<file path="config.mk">
export PLATFORM = sky130hd
export DESIGN_NAME = cmp_seq_arb_flat
export DESIGN_NICKNAME = d
export VERILOG_FILES = /design/src/rtl/cmp_seq_arb_if.sv /design/src/rtl/cmp_seq_arb.sv /design/src/flat_wrapper.sv
export SDC_FILE = /design/constraint.sdc
export NUM_CORES = 1
export LEC_CHECK = 0
export ABC_AREA = 1
export CAP_MARGIN = 20
export CORE_ASPECT_RATIO = 0.75
export CORE_MARGIN = 5
export CORE_UTILIZATION = 40
export DETAILED_ROUTE_END_ITERATION = 10
export DONT_BUFFER_PORTS = 1
export SLEW_MARGIN = 25
export SYNTH_ARGS = -nofsm -noshare
export SYNTH_HDL_FRONTEND = slang
export SYNTH_SLANG_ARGS = --single-unit
</file>
<file path="constraint.sdc">
create_clock -name clk -period 1.68 [get_ports clk]
set_input_delay 0.336 -clock clk [delete_from_list [all_inputs] [get_ports clk]]
set_output_delay 0.336 -clock clk [all_outputs]
set_load 0.02 [all_outputs]
</file>
<file path="src/rtl/cmp_seq_arb_if.sv">
// Request/result bundle between two compare requesters and the shared
// slice-serial comparator.
interface cmp_seq_arb_if #(parameter int WIDTH = 16);
    logic             req0;
    logic [WIDTH-1:0] a0;
    logic [WIDTH-1:0] b0;
    logic             req1;
    logic [WIDTH-1:0] a1;
    logic [WIDTH-1:0] b1;
    logic [1:0]       gnt;
    logic             busy;
    logic             done0;
    logic             done1;
    logic             lt;
    logic             eq;
    logic             gt;

    modport master (
        output req0, a0, b0, req1, a1, b1,
        input  gnt, busy, done0, done1, lt, eq, gt
    );

    modport slave (
        input  req0, a0, b0, req1, a1, b1,
        output gnt, busy, done0, done1, lt, eq, gt
    );
endinterface

</file>
<file path="src/rtl/cmp_seq_arb.sv">
// Round-robin shared unsigned comparator: two requesters, SLICE bits compared
// per cycle MSB-first, with early termination on the first differing slice.
module cmp_seq_arb #(
    parameter int WIDTH = 16,
    parameter int SLICE = 4
) (
    input  logic         clk,
    input  logic         rst,
    cmp_seq_arb_if.slave bus
);
    localparam int NS = WIDTH / SLICE;
    localparam int IW = (NS > 1) ? $clog2(NS) : 1;
    localparam logic [IW-1:0] LAST = IW'(NS - 1);

    typedef enum logic [1:0] {IDLE, CMP, DONE} state_t;

    state_t           state_q, state_d;
    logic [WIDTH-1:0] a_q, b_q;
    logic [IW-1:0]    idx_q;
    logic [1:0]       gnt_q;
    logic             ptr_q;
    logic             lt_q, eq_q, gt_q;
    logic             load, pick1;
    logic [SLICE-1:0] a_sl, b_sl;

    // Operands shift left after each equal slice, so the slice under test
    // always sits in the top SLICE bits.
    assign a_sl  = a_q[WIDTH-1 -: SLICE];
    assign b_sl  = b_q[WIDTH-1 -: SLICE];
    assign pick1 = bus.req1 & (~bus.req0 | ptr_q);

    always_ff @(posedge clk or posedge rst) begin
        if (rst) state_q <= IDLE;
        else     state_q <= state_d;
    end

    always_comb begin
        state_d = state_q;
        load    = 1'b0;
        case (state_q)
            IDLE: if (bus.req0 | bus.req1) begin
                load    = 1'b1;
                state_d = CMP;
            end
            CMP:  if ((a_sl != b_sl) || (idx_q == LAST)) state_d = DONE;
            DONE: state_d = IDLE;
            default: state_d = IDLE;
        endcase
    end

    always_ff @(posedge clk or posedge rst) begin
        if (rst) begin
            a_q   <= '0;
            b_q   <= '0;
            idx_q <= '0;
            gnt_q <= 2'b00;
            ptr_q <= 1'b0;
            lt_q  <= 1'b0;
            eq_q  <= 1'b0;
            gt_q  <= 1'b0;
        end else begin
            case (state_q)
                IDLE: if (load) begin
                    a_q   <= pick1 ? bus.a1 : bus.a0;
                    b_q   <= pick1 ? bus.b1 : bus.b0;
                    gnt_q <= pick1 ? 2'b10 : 2'b01;
                    idx_q <= '0;
                end
                CMP: begin
                    if (a_sl != b_sl) begin
                        lt_q <= (a_sl < b_sl);
                        gt_q <= (a_sl > b_sl);
                        eq_q <= 1'b0;
                    end else if (idx_q == LAST) begin
                        lt_q <= 1'b0;
                        gt_q <= 1'b0;
                        eq_q <= 1'b1;
                    end else begin
                        idx_q <= idx_q + 1'b1;
                        a_q   <= a_q << SLICE;
                        b_q   <= b_q << SLICE;
                    end
                end
                DONE: begin
                    // Point at whoever was not just served.
                    ptr_q <= gnt_q[0];
                    gnt_q <= 2'b00;
                end
                default: ;
            endcase
        end
    end

    assign bus.gnt   = gnt_q;
    assign bus.busy  = (state_q != IDLE);
    assign bus.done0 = (state_q == DONE) & gnt_q[0];
    assign bus.done1 = (state_q == DONE) & gnt_q[1];
    assign bus.lt    = lt_q;
    assign bus.eq    = eq_q;
    assign bus.gt    = gt_q;
endmodule
</file>
<file path="src/flat_wrapper.sv">
// flat-port wrapper written by rule: the top's interface ports become plain ports
module cmp_seq_arb_flat 
#(
    parameter int WIDTH = 16,
    parameter int SLICE = 4
)
  (clk, rst, bus_req0, bus_a0, bus_b0, bus_req1, bus_a1, bus_b1, bus_gnt, bus_busy, bus_done0, bus_done1, bus_lt, bus_eq, bus_gt);
  cmp_seq_arb_if #(.WIDTH(WIDTH)) bus_i ();
  input  logic clk;
  input  logic rst;
  input wire logic [$bits(bus_i.req0)-1:0] bus_req0;
  input wire logic [$bits(bus_i.a0)-1:0] bus_a0;
  input wire logic [$bits(bus_i.b0)-1:0] bus_b0;
  input wire logic [$bits(bus_i.req1)-1:0] bus_req1;
  input wire logic [$bits(bus_i.a1)-1:0] bus_a1;
  input wire logic [$bits(bus_i.b1)-1:0] bus_b1;
  output wire logic [$bits(bus_i.gnt)-1:0] bus_gnt;
  output wire logic [$bits(bus_i.busy)-1:0] bus_busy;
  output wire logic [$bits(bus_i.done0)-1:0] bus_done0;
  output wire logic [$bits(bus_i.done1)-1:0] bus_done1;
  output wire logic [$bits(bus_i.lt)-1:0] bus_lt;
  output wire logic [$bits(bus_i.eq)-1:0] bus_eq;
  output wire logic [$bits(bus_i.gt)-1:0] bus_gt;
  assign bus_i.req0 = bus_req0;
  assign bus_i.a0 = bus_a0;
  assign bus_i.b0 = bus_b0;
  assign bus_i.req1 = bus_req1;
  assign bus_i.a1 = bus_a1;
  assign bus_i.b1 = bus_b1;
  assign bus_gnt = bus_i.gnt;
  assign bus_busy = bus_i.busy;
  assign bus_done0 = bus_i.done0;
  assign bus_done1 = bus_i.done1;
  assign bus_lt = bus_i.lt;
  assign bus_eq = bus_i.eq;
  assign bus_gt = bus_i.gt;
  cmp_seq_arb #(.WIDTH(WIDTH), .SLICE(SLICE)) u_core (.clk(clk), .rst(rst), .bus(bus_i));
endmodule
</file>
* Word-level counts from Yosys, hierarchy flattened *
Cells that the tools add are included.

storage, ports and cells
  register bits after elaboration = 42
  output and inout bits = 8
  logic and storage cells = 64

operators by class
  add/subtract/negate cells = 1
  order comparisons = 2
  equal/unequal tests = 9
  mux-type cells = 27
  bitwise gates (word level) = 6
  reductions and logical operators = 10

operators by type and width
  operator             count
  $mux 16              8
  $pmux 16 s2          2
  $mux 2               7
  $pmux 2 s2           3
  $reduce_bool 2->1    4
  $mux 1               7
  $ne 2x1->1 const B   3
  $reduce_and 2->1     3
  $eq 2x2->1 const B   2
  $gt 4x4->1           1
  $lt 4x4->1           1
  $ne 2x2->1 const B   2
  $ne 4x4->1           1
  $reduce_and 4->1     1
  $and 1x1->1          3
  $add 2x1->2 const B  1
  $eq 2x1->1 const B   1
  $logic_not 2->1      1
  $or 1x1->1           2
  $logic_or 1x1->1     1
  $not 1->1            1

* Depth between registers and ports, before layout *
  depth in word-level cells = 6
  gate-level depth with buffers = 9
  mapped depth without buffers = 8

* Least setup slack after synthesis *
Ideal clock, no wire load.

  path kind = register to register
  start = reg u_core.a_q[15]
  end = reg u_core.a_q[0]
  setup time = 0.065 ns
  arrival time = 1.341 ns
  required time = 1.615 ns
  slack = 0.274 ns
  stages on the path, launching flop included = 9
  clock period less this slack = 1.406 ns
  cells stage by stage = dfrtp_1 > ha_1 > nand2_1 > nor2_1 > nand2_2 > nand2_4 > buf_6 > nand3_1 > nand2_1

between the ends
  longest elaborated chain between the ends = 3

RTL lines
  what                        RTL line           text
  start, declared             cmp_seq_arb.sv:18  logic [WIDTH-1:0] a_q, b_q;
  start signal, assigned      cmp_seq_arb.sv:64  a_q <= pick1 ? bus.a1 : bus.a0;
  start signal, assigned      cmp_seq_arb.sv:80  a_q <= a_q << SLICE;
  $ne 4x4->1                  cmp_seq_arb.sv:70  if (a_sl != b_sl) begin
  $ne 2x2->1 (no line)        n/a
  $reduce_and 4->1 (no line)  n/a

No other way between the ends.
A chain may end at the register's enable or synchronous reset.

* Worst setup path after layout *
  start = reg u_core.state_q[0]
  end = out bus_done0

between the ends
  longest elaborated chain between the ends = 2

RTL lines
  what                    RTL line            text
  start, declared         cmp_seq_arb.sv:17   state_t state_q, state_d;
  start signal, assigned  cmp_seq_arb.sv:34   else state_q <= state_d;
  $eq 2x2->1              cmp_seq_arb.sv:96   assign bus.done0 = (state_q == DONE) & gnt_q[0];
  $and 1x1->1             cmp_seq_arb.sv:96
  end, declared           flat_wrapper.sv:19  output wire logic [$bits(bus_i.done0)-1:0] bus_done0;

No other way between the ends.

==> run metrics <==
status complete, no violations; First-pass DRT Iterations 4; clock share of power 13.6%; setup tns final 0 ps; peak supply drop 0.559 mV; CTS Hold Bufs 0; Placer Congestion between 0.7 and 0.8; clock tree buffer depth 2; largest net degree at the start of global routing 43; GRT Total Usage 16.0%; GR peak layer met2; Critical-path top delay cell dfrtp_1; Hold Violations, Final 0; detailed placer's ending HPWL 4.38 mm; Worst EP arrival 1230 ps; EDFF count, synth 0; count of cell types in the netlist 22; cells on worst reg2reg path 8; Vias/cell 5.27; die height 79.4 um; WL/cell 15.4 um; starting density of the core 41.0%; worst skew pair latency 300 ps; Worst setup EP type primary output; combinational share of power 51.1%; root buffer cell clkbuf_8; synthesized cell area around 0.0026 sq mm; initial antenna violation count 0; cts bufs inserted 5; critical path required time 1340 ps; crit start category flip-flop; drt first-iter violations between 100 and 150; Yosys reg bits 42; Post-synth ARST share 100%; crit path time final 1570 ps; Die Wd 102 um; Final Max Slew Viols 0; top-area cell type share of the netlist area 41.0%; GRT overflow 0; number of max-cap violations 0; Seq pwr share 35.3%; share of layout cells above drive strength 1 approximately 16%; global-route wire length before repair ~10 mm; Syn Inst Count about 340; Clk pin slew, worst setup/hold paths about 80 ps; sequential fraction of the synthesis area 41.0%; HP Class in2async; flop2flop setup slack around 120 ps; # rows 25; drt drc 0; worst slew pin tran 565 ps; reg2reg end u_core.idx_q[1]$_DFFE_PP0P_; P_int roughly 2.8 mW; Synth area leader dfrtp_1; die area slightly above 0.008 sq mm; via count between 2000 and 2500; switching portion of total power 44.2%; core area 0.00626 sq mm; most instantiated library cell after synthesis nand3_1; number of clock sinks 42; Synth Flop Type dfrtp_1; CP Cell Sequence nor2_2, inv_1, nor2_1, buf_4; FILL cells 666; post-route antenna net violation count 0; P per Cell Area 1840 mW/mm^2; yosys warns 0; I/O pin cnt 76; clk_skew roughly 4.5 ps; Layout area overhead 6.98%; slowest cell delay on critical path 420 ps; critical path class reg2out; synthesized net count 415; CTS tree built; H-tree depth 2; Post-Route WL 6.48 mm; M1 GR Usage between 20% and 30%; Pwr Total 5.05 mW; Final WS setup 113 ps; Critical R2R Launch u_core.b_q[15]$_DFFE_PP0P_; Final #Nets 412; ranking of synthesized cells by area dfrtp_1, nand3_1, nand2_1, or2_2, inv_1; crit-path max FO 3; CP bufs+invs 2; port buffer count 0; P_leak 1.41 nW; Syn Area/Cell 7.50 sq um; delay-heaviest family, CP flip-flops; Fmax 638 MHz; Psw 2.23 mW; Setup-failing EPs final 0; worst slack at placement -45.9 ps; Hold WS approximately 48 ps; GR Util met3 between 4 and 5%; Slew Limit Headroom 62.3%; period utilization 93.3%; met2 global-route usage between 20% and 30%; vias in the first global route 2108; Synth top cells by count nand3_1, nand2_1, dfrtp_1; # diodes 0
## through the flow
stage / instance area, sq um / instances / utilization [%]
after CTS: 2710 / 418 / 43.2
after detailed placement: 2610 / 410 / 41.6
final: 2740 / 421 / 43.9
after global placement: 2610 / 410 / 41.6
after floorplan: 2560 / 342 / -
after global routing: 2740 / 421 / 43.9
## cells by family after synthesis
logic type / count (synthesis) / synth area share (%)
flops: 42 / 41.0
simple gates: 227 / 42.9
buf+inv: 50 / 9.90
fa+ha+maj: 5 / 2.44
compound gates: 18 / 3.76
## layer usage
metal,vias up,share of wire (%)
met2,64,46
met4,0,0.85
met1,1032,48
met5,-,0
met3,5,5.1
li1,1116,-
## worst register-to-register path, stage by stage (launching register included)
cell and delay (ps):
dfrtp_1 350, inv_1 50, ha_1 300, nand2_1 80
nor2_2 170, nand2_4 140, buf_12 200, nand3_1 70
o21ai_0 90
## sequential cells by signal, summed over array words and instances (netlist names)
name,cells
u_core.state_q,2
u_core.bus.lt,1
u_core.ptr_q,1
u_core.a_q,16
u_core.idx_q,2
u_core.bus.eq,1
u_core.bus.gnt,2
u_core.bus.gt,1
u_core.b_q,16
## worst max-delay path by stage
stage	from	to	cells after the start
CTS	u_core.state_q[0]$_DFFE_PP0P_	bus_done1	3
finish	u_core.state_q[0]$_DFFE_PP0P_	bus_done0	4
detailed placement	u_core.b_q[15]$_DFFE_PP0P_	u_core.a_q[14]$_DFFE_PP0P_	8
global route	u_core.b_q[15]$_DFFE_PP0P_	u_core.idx_q[1]$_DFFE_PP0P_	7
floorplan	u_core.a_q[15]$_DFFE_PP0P_	u_core.a_q[0]$_DFFE_PP0P_	8
global placement	u_core.b_q[15]$_DFFE_PP0P_	u_core.a_q[12]$_DFFE_PP0P_	8
## repair_timing
| action | 4_1_cts | 5_1_grt |
|---|---|---|
| setup buffers | 0 | 2 |
| gates resized for setup | 1 | 4 |
| pin swaps | 0 | 2 |
| hold endpoints to repair | 0 | 0 |
| endpoints found under the setup margin | 32 | 36 |
| cloned | 0 | 1 |
## layout by cell type (no fill, tap or decap)
master,n
a21oi_1,10
buf_4,12
or2_2,25
or2_0,1
clkbuf_1,1
and2_1,1
nand3_1,117
nand2_1,64
clkinv_1,2
o21ai_2,1
o21ai_0,6
nand2_8,1
ha_1,5
buf_12,1
nor2_1,4
or2_1,6
clkinv_2,1
nand2_2,3
inv_1,24
dfrtp_1,42
nor2_2,4
clkbuf_8,6
nand2_4,2
o21bai_1,1
## layout make-up
| type | count | area (sq um) | area share [%] |
|---|---|---|---|
| Clock buffer | 7 | 86.3 | 3.15 |
| Timing Repair Buffer | 13 | 110 | 4.01 |
| Inverter | 26 | 97.6 | 3.56 |
| Tap cell | 81 | 101 | 3.69 |
| Multi-Input combinational cell | 251 | 1290 | 47.1 |
| Clock inverter | 1 | 5.00 | 0.182 |
| Sequential cell | 42 | 1050 | 38.3 |
## power groups by stage
| stage | registers (mW) | clock network [mW] | logic [mW] |
|---|---|---|---|
| after floorplan | 1.75 | 0 | 2.10 |
| after detailed placement | 1.81 | 0 | 2.49 |
| after global placement | 1.79 | 0 | 2.46 |
| after CTS | 1.79 | 0.707 | 2.52 |
| after global routing | 1.85 | 0.751 | 2.95 |
| final | 1.78 | 0.690 | 2.58 |
Note: power is estimated with default switching activity, not from simulation.
